===== src/rtl/lvds_deser_align.sv =====
`default_nettype none
// ============================================================================
// Module   : lvds_deser_align
// Brief    : Multi-lane DDR deserializer that locks word boundaries to the
//            FCLK pattern and emits aligned parallel samples.
// Revision : 1.0
// ============================================================================
module lvds_deser_align #(
    parameter int NUM_CH         = 8,
    parameter int SAMPLE_BITS    = 12,
    parameter int LOCK_COUNT     = 16,
    parameter int SEARCH_TIMEOUT = 1024,
    parameter int MSB_FIRST      = 1
) (
    input  logic                            bit_clk,
    input  logic                            reset_n,
    input  logic [NUM_CH-1:0]               data_h,
    input  logic [NUM_CH-1:0]               data_l,
    input  logic                            frame_h,
    input  logic                            frame_l,
    input  logic                            align_start,
    output logic [NUM_CH*SAMPLE_BITS-1:0]   data_out,
    output logic                            data_valid,
    output logic                            locked,
    output logic                            align_err,
    output logic                            bit_offset
);

    localparam int H    = SAMPLE_BITS / 2;
    localparam int SRW  = SAMPLE_BITS + 2;
    localparam int PH_W = $clog2(H);
    localparam int MC_W = $clog2(LOCK_COUNT + 1);
    localparam int TO_W = $clog2(SEARCH_TIMEOUT + 1);

    localparam logic [PH_W-1:0]        PH_LAST   = PH_W'(H - 1);
    localparam logic [MC_W-1:0]        MC_LIM    = MC_W'(LOCK_COUNT);
    localparam logic [TO_W-1:0]        TO_LAST   = TO_W'(SEARCH_TIMEOUT - 1);
    localparam logic [SAMPLE_BITS-1:0] FRAME_PAT = {{H{1'b1}}, {H{1'b0}}};

    typedef enum logic [1:0] {
        ST_SEARCH  = 2'd0,
        ST_CONFIRM = 2'd1,
        ST_LOCKED  = 2'd2
    } state_t;

    state_t                              state_q, state_d;
    logic [NUM_CH-1:0][SRW-1:0]          sr_q;
    logic [SRW-1:0]                      fsr_q;
    logic [PH_W-1:0]                     ph_q, ph_d;
    logic [MC_W-1:0]                     mcnt_q, mcnt_d;
    logic [TO_W-1:0]                     tocnt_q, tocnt_d;
    logic                                err_q, err_d;
    logic                                off_q, off_d;
    logic [NUM_CH*SAMPLE_BITS-1:0]       dout_q, dout_d;
    logic                                dvalid_q, dvalid_d;

    logic [NUM_CH-1:0][SAMPLE_BITS-1:0]  lane_win;
    logic                                match0, match1, match_sel;
    logic [NUM_CH:0]                     unused_msbs;

    assign match0    = (fsr_q[SAMPLE_BITS-1:0] == FRAME_PAT);
    assign match1    = (fsr_q[SAMPLE_BITS:1]   == FRAME_PAT);
    assign match_sel = off_q ? match1 : match0;

    // The top shift-register bit only feeds history; no window reaches it.
    assign unused_msbs[NUM_CH] = fsr_q[SRW-1];

    for (genvar n = 0; n < NUM_CH; n++) begin : g_lane
        logic [SAMPLE_BITS-1:0] win;
        assign win            = off_q ? sr_q[n][SAMPLE_BITS:1] : sr_q[n][SAMPLE_BITS-1:0];
        assign unused_msbs[n] = sr_q[n][SRW-1];
        if (MSB_FIRST != 0) begin : g_msb
            assign lane_win[n] = win;
        end else begin : g_lsb
            for (genvar b = 0; b < SAMPLE_BITS; b++) begin : g_bit
                assign lane_win[n][b] = win[SAMPLE_BITS-1-b];
            end
        end
    end

    always_ff @(posedge bit_clk or negedge reset_n) begin
        if (!reset_n) begin
            state_q  <= ST_SEARCH;
            sr_q     <= '0;
            fsr_q    <= '0;
            ph_q     <= '0;
            mcnt_q   <= '0;
            tocnt_q  <= '0;
            err_q    <= 1'b0;
            off_q    <= 1'b0;
            dout_q   <= '0;
            dvalid_q <= 1'b0;
        end else begin
            for (int n = 0; n < NUM_CH; n++) begin
                sr_q[n] <= {sr_q[n][SAMPLE_BITS-1:0], data_l[n], data_h[n]};
            end
            fsr_q    <= {fsr_q[SAMPLE_BITS-1:0], frame_l, frame_h};
            state_q  <= state_d;
            ph_q     <= ph_d;
            mcnt_q   <= mcnt_d;
            tocnt_q  <= tocnt_d;
            err_q    <= err_d;
            off_q    <= off_d;
            dout_q   <= dout_d;
            dvalid_q <= dvalid_d;
        end
    end

    always_comb begin
        state_d  = state_q;
        ph_d     = (ph_q == PH_LAST) ? '0 : ph_q + 1'b1;
        mcnt_d   = mcnt_q;
        tocnt_d  = tocnt_q;
        err_d    = err_q;
        off_d    = off_q;
        dout_d   = dout_q;
        dvalid_d = 1'b0;

        if (align_start) begin
            state_d = ST_SEARCH;
            ph_d    = '0;
            mcnt_d  = '0;
            tocnt_d = '0;
            err_d   = 1'b0;
        end else begin
            case (state_q)
                ST_SEARCH: begin
                    if (match0 || match1) begin
                        // The matching cycle is phase 0, so the next one is phase 1.
                        off_d   = ~match0;
                        ph_d    = PH_W'(1);
                        mcnt_d  = MC_W'(1);
                        tocnt_d = '0;
                        state_d = ST_CONFIRM;
                    end else if (tocnt_q == TO_LAST) begin
                        err_d   = 1'b1;
                        tocnt_d = '0;
                    end else begin
                        tocnt_d = tocnt_q + 1'b1;
                    end
                end
                ST_CONFIRM: begin
                    if (ph_q == '0) begin
                        if (!match_sel) begin
                            state_d = ST_SEARCH;
                            mcnt_d  = '0;
                            tocnt_d = '0;
                        end else if (mcnt_q == MC_LIM) begin
                            state_d = ST_LOCKED;
                        end else begin
                            mcnt_d = mcnt_q + 1'b1;
                        end
                    end
                end
                ST_LOCKED: begin
                    if (ph_q == '0) begin
                        if (match_sel) begin
                            for (int n = 0; n < NUM_CH; n++) begin
                                dout_d[n*SAMPLE_BITS +: SAMPLE_BITS] = lane_win[n];
                            end
                            dvalid_d = 1'b1;
                        end else begin
                            err_d   = 1'b1;
                            state_d = ST_SEARCH;
                            mcnt_d  = '0;
                            tocnt_d = '0;
                        end
                    end
                end
                default: begin
                    state_d = ST_SEARCH;
                end
            endcase
        end
    end

    assign data_out   = dout_q;
    assign data_valid = dvalid_q;
    assign locked     = (state_q == ST_LOCKED);
    assign align_err  = err_q;
    assign bit_offset = off_q;

endmodule
`default_nettype wire


===== config.mk =====
export PLATFORM = sky130hd
export DESIGN_NAME = lvds_deser_align
export DESIGN_NICKNAME = d
export VERILOG_FILES = /design/src/rtl/lvds_deser_align.sv
export SDC_FILE = /design/constraint.sdc
export NUM_CORES = 1
export LEC_CHECK = 0
export CAP_MARGIN = 5
export CORE_ASPECT_RATIO = 0.8
export CORE_UTILIZATION = 30
export DETAILED_ROUTE_END_ITERATION = 7
export SETUP_SLACK_MARGIN = 0.02
export SLEW_MARGIN = 20
export SYNTH_ARGS = -nofsm -noshare
export SYNTH_HDL_FRONTEND = slang
export SYNTH_SLANG_ARGS = --single-unit

===== constraint.sdc =====
create_clock -name bit_clk -period 5.4 [get_ports bit_clk]
set_clock_uncertainty 0.05 [all_clocks]
set_input_delay 0.54 -clock bit_clk [delete_from_list [all_inputs] [get_ports bit_clk]]
set_output_delay 0.54 -clock bit_clk [all_outputs]
set_load 0.01 [all_outputs]

==> results of run 1 <==
registers in the layout (all words and copies together), names as in the netlist:
register and count:
sr_q 104, data_out 96, fsr_q 13, tocnt_q 11
mcnt_q 5, ph_q 3, state_q 2, align_err 1
bit_offset 1, data_valid 1
worst paths after layout:
check,end,from,depth (start not counted)
max reg2reg,data_out[34],bit_offset,6
max in group asynchronous,data_out[52],reset_n,4
max,bit_offset,bit_offset,2
min in group asynchronous,sr_q[20],reset_n,2
min,fsr_q[7],fsr_q[5],0
min reg2reg,fsr_q[7],fsr_q[5],0
through the flow:
step	cells	instance area [sq um]	util
4_1_cts	1203	11200	0.392
6_report	1205	11300	0.393
5_1_grt	1205	11300	0.393
3_5_place_dp	1159	10400	0.362
2_1_floorplan	703	8870	-
3_3_place_gp	1159	10400	0.362
area by class of cell:
type / instances / share of cell area
flip-flops and latches: 237 / 0.526
multi-input cells: 420 / 0.241
repair buffers: 127 / 0.115
clock buffers: 31 / 0.0619
well taps: 370 / 0.0410
clock inverters: 13 / 0.0132
inverters: 7 / 0.00233
power by group through the flow:
stage | clock (mW) | combinational (mW) | sequential, mW
after global routing | 1.89 | 0.261 | 1.89
final | 1.75 | 0.230 | 1.88
after CTS | 1.81 | 0.231 | 1.89
after detailed placement | 0 | 0.230 | 1.92
after global placement | 0 | 0.228 | 1.92
after floorplan | 0 | 0.146 | 1.90
layer usage:
layer  track usage  vias to the layer above
met4        0.0336                        0
met2         0.174                      118
li1              -                     2700
met1         0.182                     2662
met3        0.0270                       36
met5             0                        -
timing repair:
action / 4_1_cts / 5_1_grt
setup buffers: 0 / 0
hold buffers: 0 / 1
hold endpoints to repair: 0 / 29
cells in the mapped netlist (all sizes together):
cell type and instances:
nor2b 3, nand2b 8, or3b 1, inv 7, ha 6, nor4 5
clkbuf 14, buf 25, nand3b 2, nand2 13, or2 2, nand4 4
a311oi 2, nor2 107, mux2i 98, nand3 8, mux2 1, o211ai 1
o21ai 16, a211o 3, and4b 1, o22ai 1, and3 2, or4b 1
a31oi 2, a2111o 1, nor3b 2, or4 1, o31ai 4, a22o 1
dfrtp 237, nand4b 1, nor4b 2, or3 1, o32ai 1, a211oi 3
a221oi 1, o41ai 4, nor3 7, a41oi 1, a2111oi 2, a21oi 101
logic make-up after synthesis:
| family | count (synthesis) |
|---|---|
| buffers and inverters | 46 |
| multiplexers | 99 |
| AO/OA/AOI/OAI | 144 |
| AND/OR/NAND/NOR | 171 |
| flip-flops | 237 |
| adder cells (fa/ha/maj) | 6 |
worst max-delay path: cells and delay by family (launching register included):
family,cells,cell delay (ps)
flip-flops,1,930
buffers and inverters,2,1560
==> results.tsv, run 1 <==
metric	value	unit
met1Wirelength	9060	microns
multi_input_area	2720	sq um
vias	5516	
first_global_vias	5591	
worst_slew_pin_slew	1050	ps
slew_viol_final	0	
synth.top_cell.area_share	0.669	
die_y	156	microns
pwr-share-seq	0.488	
place_hpwl	11100	microns
synthXorXnorAreaFrac	0	
totalWireLength	17900	microns
synth_area_leaders	dfrtp_1 67%, mux2i_1 11%, a21oi_1 5.7%, nor2_1 4.5%, buf_4 0.85%	
gp_congestion	0.770	
crit_arrival	3010	ps
via_per_inst	4.58	
rows	55	
ys_seq_elements	237	
leakage	5.48	nW
cp_cell_sequence	buf_4 -> clkdlybuf4s50_1	
layout_common_cells	236 x dfrtp_1, 119 x clkdlybuf4s50_1, 107 x nor2_1, 101 x a21oi_1, 98 x mux2i_1	
period_needed	3600	ps
path_clk_slew	60	ps
gr-total-overflow	0	
worstHoldPathType	reg -> reg	
powerDensity	342	nW/um^2
drc	0	
clkPwrFrac	0.453	
dr.pass1.iters	6	
final_hold_viol_count	0	
met2_length	7520	microns
worst_setup_path_start_kind	register	
ys_warn_count	0	
cts_sinks	237	
slowest_delay	930	ps
core	28700	sq um
dieArea	30300	sq um
drive_gt1_frac	0.0754	
max_cap_violations	0	
ctsResizeCount	0	
end_kind	primary output	
r2r_slack	1920	ps
grt_usage	0.121	
top_layer_used	met4	
yosys.area_share.adder	0.00847	
cts_buffers	25	
setup_tns	0	ps
wl_met3	845	microns
yosys.area.top_type	dfrtp_1	
grt_start_max_net_pins	128	
synth_fp_nets	730	
intPower	2.98	mW
cts_tree	done	
worstSkewPairLatency	520	ps
worst_slack	1800	ps
antenna_found_initial	0	
cts_buffer_depth	3	
wl_per_cell	14.8	microns
cp_max_fo	56	
ios	121	
regArea	5930	sq um
synth_top_family_by_area	multiplexers	
crit_type	reg -> out	
holdWs	316	ps
drtAntennaViolNets	0	
power_frac_comb	0.059	
outcome	complete, no violations	
power.total	3.86	mW
timing.fmax	0.278	GHz
relSlewSlack	0.300	
rsz0062_at_grt	no	
avgSynthCellArea	12.6	sq um
drtIter0Drc	259	
fill_cells	2716	
layout_commonest_cell	dfrtp_1	
yosysSeqAreaShare	0.669	
syn_inst	703	
nets	845	
netSwitchingFraction	0.229	
power.switching	885	uW
required	4810	ps
post-route-period-util	0.666	
start_util	0.309	
grt_pass1_wl	30000	microns
synth.area.mux_share	0.112	
irDropWorstVdd	162	uV
netlist_area	8870	sq um
synth_compound_area_frac	0.0965	
synth_cell_type_count	47	
port_buffers	120	
cp_slowest_cell	dfrtp_4	
synth_simple_gate_area_frac	0.0887	
dp_slack	1890	ps
setup_violations	0	
clock-root-buffer	clkbuf_16	
die_x	194	microns
htreeDepth	1	
diodes	0	
syn2layout_area_growth	27.2	%
No activity file was read; power rests on OpenSTA's default activity.
==> inputs of run 2 (changes only) <==
Clock period 5.4 ns to 3 ns, I/O delays scaled along.
==> results.tsv, run 2 (same netlist as run 1, synthesis figures left out) <==
metric	value	unit
netSwitchingFraction	0.233	
worst_slew_pin_slew	731	ps
worstSkewPairLatency	520	ps
cts_setup_buffers	0	
rows	55	
port_buffers	120	
drive_gt1_frac	0.0758	
diodes	0	
wl_per_cell	15.1	microns
ctsResizeCount	0	
crit_family	simple AND/OR/NAND/NOR gates	
crit_arrival	2920	ps
cts_tree	done	
grt_pass1_wl	30500	microns
grt_start_max_net_pins	100	
powerDensity	600	nW/um^2
cp_cell_sequence	or3b_4 -> a2111oi_4 -> and4b_4 -> buf_4 -> nor2_1 -> a21oi_1	
die_x	194	microns
layout_common_cells	236 x dfrtp_1, 119 x clkdlybuf4s50_1, 107 x nor2_1, 101 x a21oi_1, 98 x mux2i_1	
cts_buffers	25	
slowest_delay	510	ps
setup_tns	0	ps
setup_violations	0	
slew_viol_final	0	
dieArea	30300	sq um
core	28700	sq um
end_kind	register	
syn2layout_area_growth	27.7	%
top_register	sr_q	
final_hold_viol_count	0	
irDropWorstVdd	314	uV
period_needed	2550	ps
leakage	5.51	nW
cts_sinks	237	
htreeDepth	1	
drc	0	
cts_buffer_depth	3	
clock-root-buffer	clkbuf_16	
drtIter0Drc	265	
layout_commonest_cell	dfrtp_1	
timing.fmax	0.393	GHz
pwr-share-seq	0.499	
post-route-period-util	0.848	
path_buf_inv	1	
largest_register_ffs	104	
worst_setup_path_start_kind	register	
relSlewSlack	0.513	
start_util	0.309	
totalWireLength	18400	microns
worstReg2RegStart	bit_offset	
first_global_vias	5745	
nets	855	
hp-start	data_l[5]	
path_clk_slew	60	ps
power.switching	1.58	mW
antenna_found_initial	0	
vias	5682	
place_hpwl	11600	microns
crit_start	bit_offset	
die_y	156	microns
cp_max_fo	25	
worstHoldPathType	in -> reg	
via_per_inst	4.68	
intPower	5.21	mW
cp_slowest_cell	and4b_4	
rsz0062_at_grt	no	
grt_usage	0.123	
dr.pass1.iters	4	
required	3370	ps
power_frac_comb	0.064	
outcome	complete, no violations	
ios	121	
crit_type	reg -> reg	
drtAntennaViolNets	0	
gr-total-overflow	0	
clkPwrFrac	0.437	
gp_congestion	0.735	
holdWs	165	ps
max_cap_violations	0	
[run 2: metrics by stage]
step                       util  area, sq um  total power [mW]  worst slack, ps  cells
after floorplan               -         8870              3.69              682    703
after global placement    0.367        10500              3.89              556   1170
after detailed placement  0.367        10500              3.89              466   1170
after CTS                 0.395        11300              6.91              420   1214
after global routing      0.395        11300              7.09              277   1214
final                     0.395        11300              6.80              455   1214
[run 2: area by class of cell]
class | instances | area [sq um]
Clock buffer | 38 | 724
Clock inverter | 5 | 55.1
Fill cell | 2750 | 17400
Inverter | 7 | 26.3
Multi-Input combinational cell | 420 | 2710
Sequential cell | 237 | 5930
Tap cell | 370 | 463
Timing Repair Buffer | 137 | 1410
[run 2: worst paths after layout]
check	endpoint	slack, ps	cells past startpoint
max	data_out[37]	450	6
min	sr_q[71]	160	1
max reg2reg	data_out[37]	450	6
min reg2reg	fsr_q[7]	320	0
max in group asynchronous	bit_offset	1850	3
min in group asynchronous	sr_q[24]	290	2
[run 2: layer usage]
| metal | up-vias | wire, microns | track usage |
|---|---|---|---|
| li1 | 2722 | - | - |
| met1 | 2813 | 9190 | 0.181 |
| met2 | 121 | 7820 | 0.183 |
| met3 | 26 | 951 | 0.0294 |
| met4 | 0 | 406 | 0.0314 |
| met5 | - | 0 | 0 |
[run 2: repair_timing]
item | CTS | global route
hold buffers | 1 | 0
endpoints found under the hold margin | 64 | 0
endpoints found under the setup margin | 0 | 0
[run 2: power by group through the flow]
| stage | clock [mW] | sequential (mW) | combinational (mW) |
|---|---|---|---|
| 4_1_cts | 3.08 | 3.40 | 0.439 |
| 6_report | 2.97 | 3.39 | 0.433 |
| 5_1_grt | 3.20 | 3.41 | 0.487 |
| 3_5_place_dp | 0 | 3.45 | 0.436 |
| 2_1_floorplan | 0 | 3.43 | 0.263 |
| 3_3_place_gp | 0 | 3.45 | 0.436 |
==> inputs of run 3 (changes only) <==
Clock period 3 ns to 2.6 ns, I/O delays scaled along.
==> results.tsv, run 3 (same netlist as run 1, synthesis figures left out) <==
metric	value	unit
totalWireLength	18100	microns
cp_cell_sequence	or3b_4 -> a2111oi_4 -> and4b_4 -> buf_16 -> nor2_1 -> a21oi_1	
crit_type	reg -> reg	
layout_commonest_cell	dfrtp_1	
crit_family	simple AND/OR/NAND/NOR gates	
multi_input_area	2710	sq um
worstSkewPairLatency	510	ps
post-route-period-util	0.933	
min_delay_worst_endpoint	fsr_q[1]	
fill_cells	2755	
irDropWorstVdd	389	uV
grt_start_max_net_pins	103	
drtIter0Drc	304	
hp-start	frame_l	
gp_congestion	0.796	
leakage	5.54	nW
pwr-share-seq	0.489	
cts_sinks	237	
drive_gt1_frac	0.0834	
layout_common_cells	236 x dfrtp_1, 119 x clkdlybuf4s50_1, 107 x nor2_1, 101 x a21oi_1, 98 x mux2i_1	
hold-path-cell-count	1	
gr-total-overflow	0	
rsz0062_at_grt	no	
path_clk_slew	60	ps
powerDensity	703	nW/um^2
crit_arrival	2810	ps
drtAntennaViolNets	0	
vias	5666	
port_buffers	120	
end_kind	register	
clock-root-buffer	clkbuf_16	
die_x	194	microns
fin_cells	1221	
dr.pass1.iters	4	
top_register	sr_q	
start_util	0.309	
dieArea	30300	sq um
grt_usage	0.123	
via_per_inst	4.64	
cts_buffers	25	
intPower	6.19	mW
slew_viol_final	0	
core	28700	sq um
cts_tree	done	
worstHoldPathType	in -> reg	
regArea	5930	sq um
largest_register_ffs	104	
grt_pass1_wl	30400	microns
ff2ff_path_depth	6	
period_needed	2430	ps
dp_cells	1176	
power.total	8.02	mW
timing.fmax	0.412	GHz
worst_slew_pin_slew	944	ps
cp_max_fo	102	
htreeDepth	1	
setup_violations	0	
cts_buffer_depth	3	
nets	861	
outcome	complete, no violations	
power.switching	1.83	mW
diodes	0	
worstReg2RegEnd	data_out[60]	
max_cap_violations	0	
worst_setup_path_start_kind	register	
final_hold_viol_count	0	
relSlewSlack	0.371	
die_y	156	microns
syn2layout_area_growth	28.5	%
place_hpwl	11600	microns
drc	0	
setup_tns	0	ps
cp_slowest_cell	dfrtp_4	
antenna_found_initial	0	
clkPwrFrac	0.446	
rows	55	
r2r_slack	170	ps
worstReg2RegStart	bit_offset	
ios	121	
first_global_vias	5639	
required	2980	ps
netSwitchingFraction	0.228	
wl_per_cell	14.8	microns
path_buf_inv	1	
power_frac_comb	0.065	
slowest_delay	500	ps
run 3: cell count changes in the layout (fill, tap and decap cells not counted), sizes merged:
cell / change
buf: +6
clkbuf: -2
bufinv: +2
inv: +1
run 3: through the flow:
| stage | setup WS (ps) | cell area [sq um] | hold slack, ps | utilization |
|---|---|---|---|---|
| 6_report | 173 | 11400 | 133 | 0.397 |
| 2_1_floorplan | 282 | 8870 | -85.6 | - |
| 4_1_cts | 121 | 11400 | 103 | 0.397 |
| 3_5_place_dp | 141 | 10600 | 238 | 0.368 |
| 3_3_place_gp | 232 | 10600 | 236 | 0.368 |
| 5_1_grt | 24.3 | 11400 | 112 | 0.397 |
run 3: worst max path at each step:
| stage | start | endpoint | cells past startpoint |
|---|---|---|---|
| 6_report | bit_offset | data_out[60] | 6 |
| 5_1_grt | bit_offset | data_out[68] | 6 |
| 4_1_cts | bit_offset | data_out[60] | 6 |
| 3_5_place_dp | bit_offset | data_out[0] | 6 |
| 3_3_place_gp | bit_offset | data_out[1] | 6 |
| 2_1_floorplan | bit_offset | mcnt_q[3] | 6 |
run 3: layer usage:
metal / track usage / vias up / share of wire
met1: 0.181 / 2771 / 0.50
met2: 0.182 / 138 / 0.43
met5: 0 / - / 0
met3: 0.0290 / 23 / 0.057
met4: 0.0295 / 0 / 0.019
li1: - / 2734 / -
run 3: layout make-up:
type	count	area share
Clock buffer	36	0.0611
Inverter	7	0.00231
Timing Repair Buffer	143	0.126
Clock inverter	8	0.0109
Tap cell	370	0.0406
Sequential cell	237	0.521
Multi-Input combinational cell	420	0.238
run 3: timing repair:
action / in CTS / in global routing
endpoints found under the hold margin: 69 / 0
buffers inserted: 0 / 0
hold buffers: 1 / 0
endpoints found under the setup margin: 0 / 17
resized for setup: 0 / 1
run 3: worst register-to-register path, delay by kind of cell, from the launching register on:
family,cells,cell delay (ps)
compound gates,2,550
buf+inv,1,340
flops,1,500
simple gates,3,910
run 3: power groups by stage:
stage	combinational, mW	clock, mW	sequential (mW)
2_1_floorplan	0.304	0	3.95
3_3_place_gp	0.519	0	3.98
3_5_place_dp	0.524	0	3.98
4_1_cts	0.530	3.71	3.92
5_1_grt	0.586	3.87	3.94
6_report	0.520	3.58	3.92
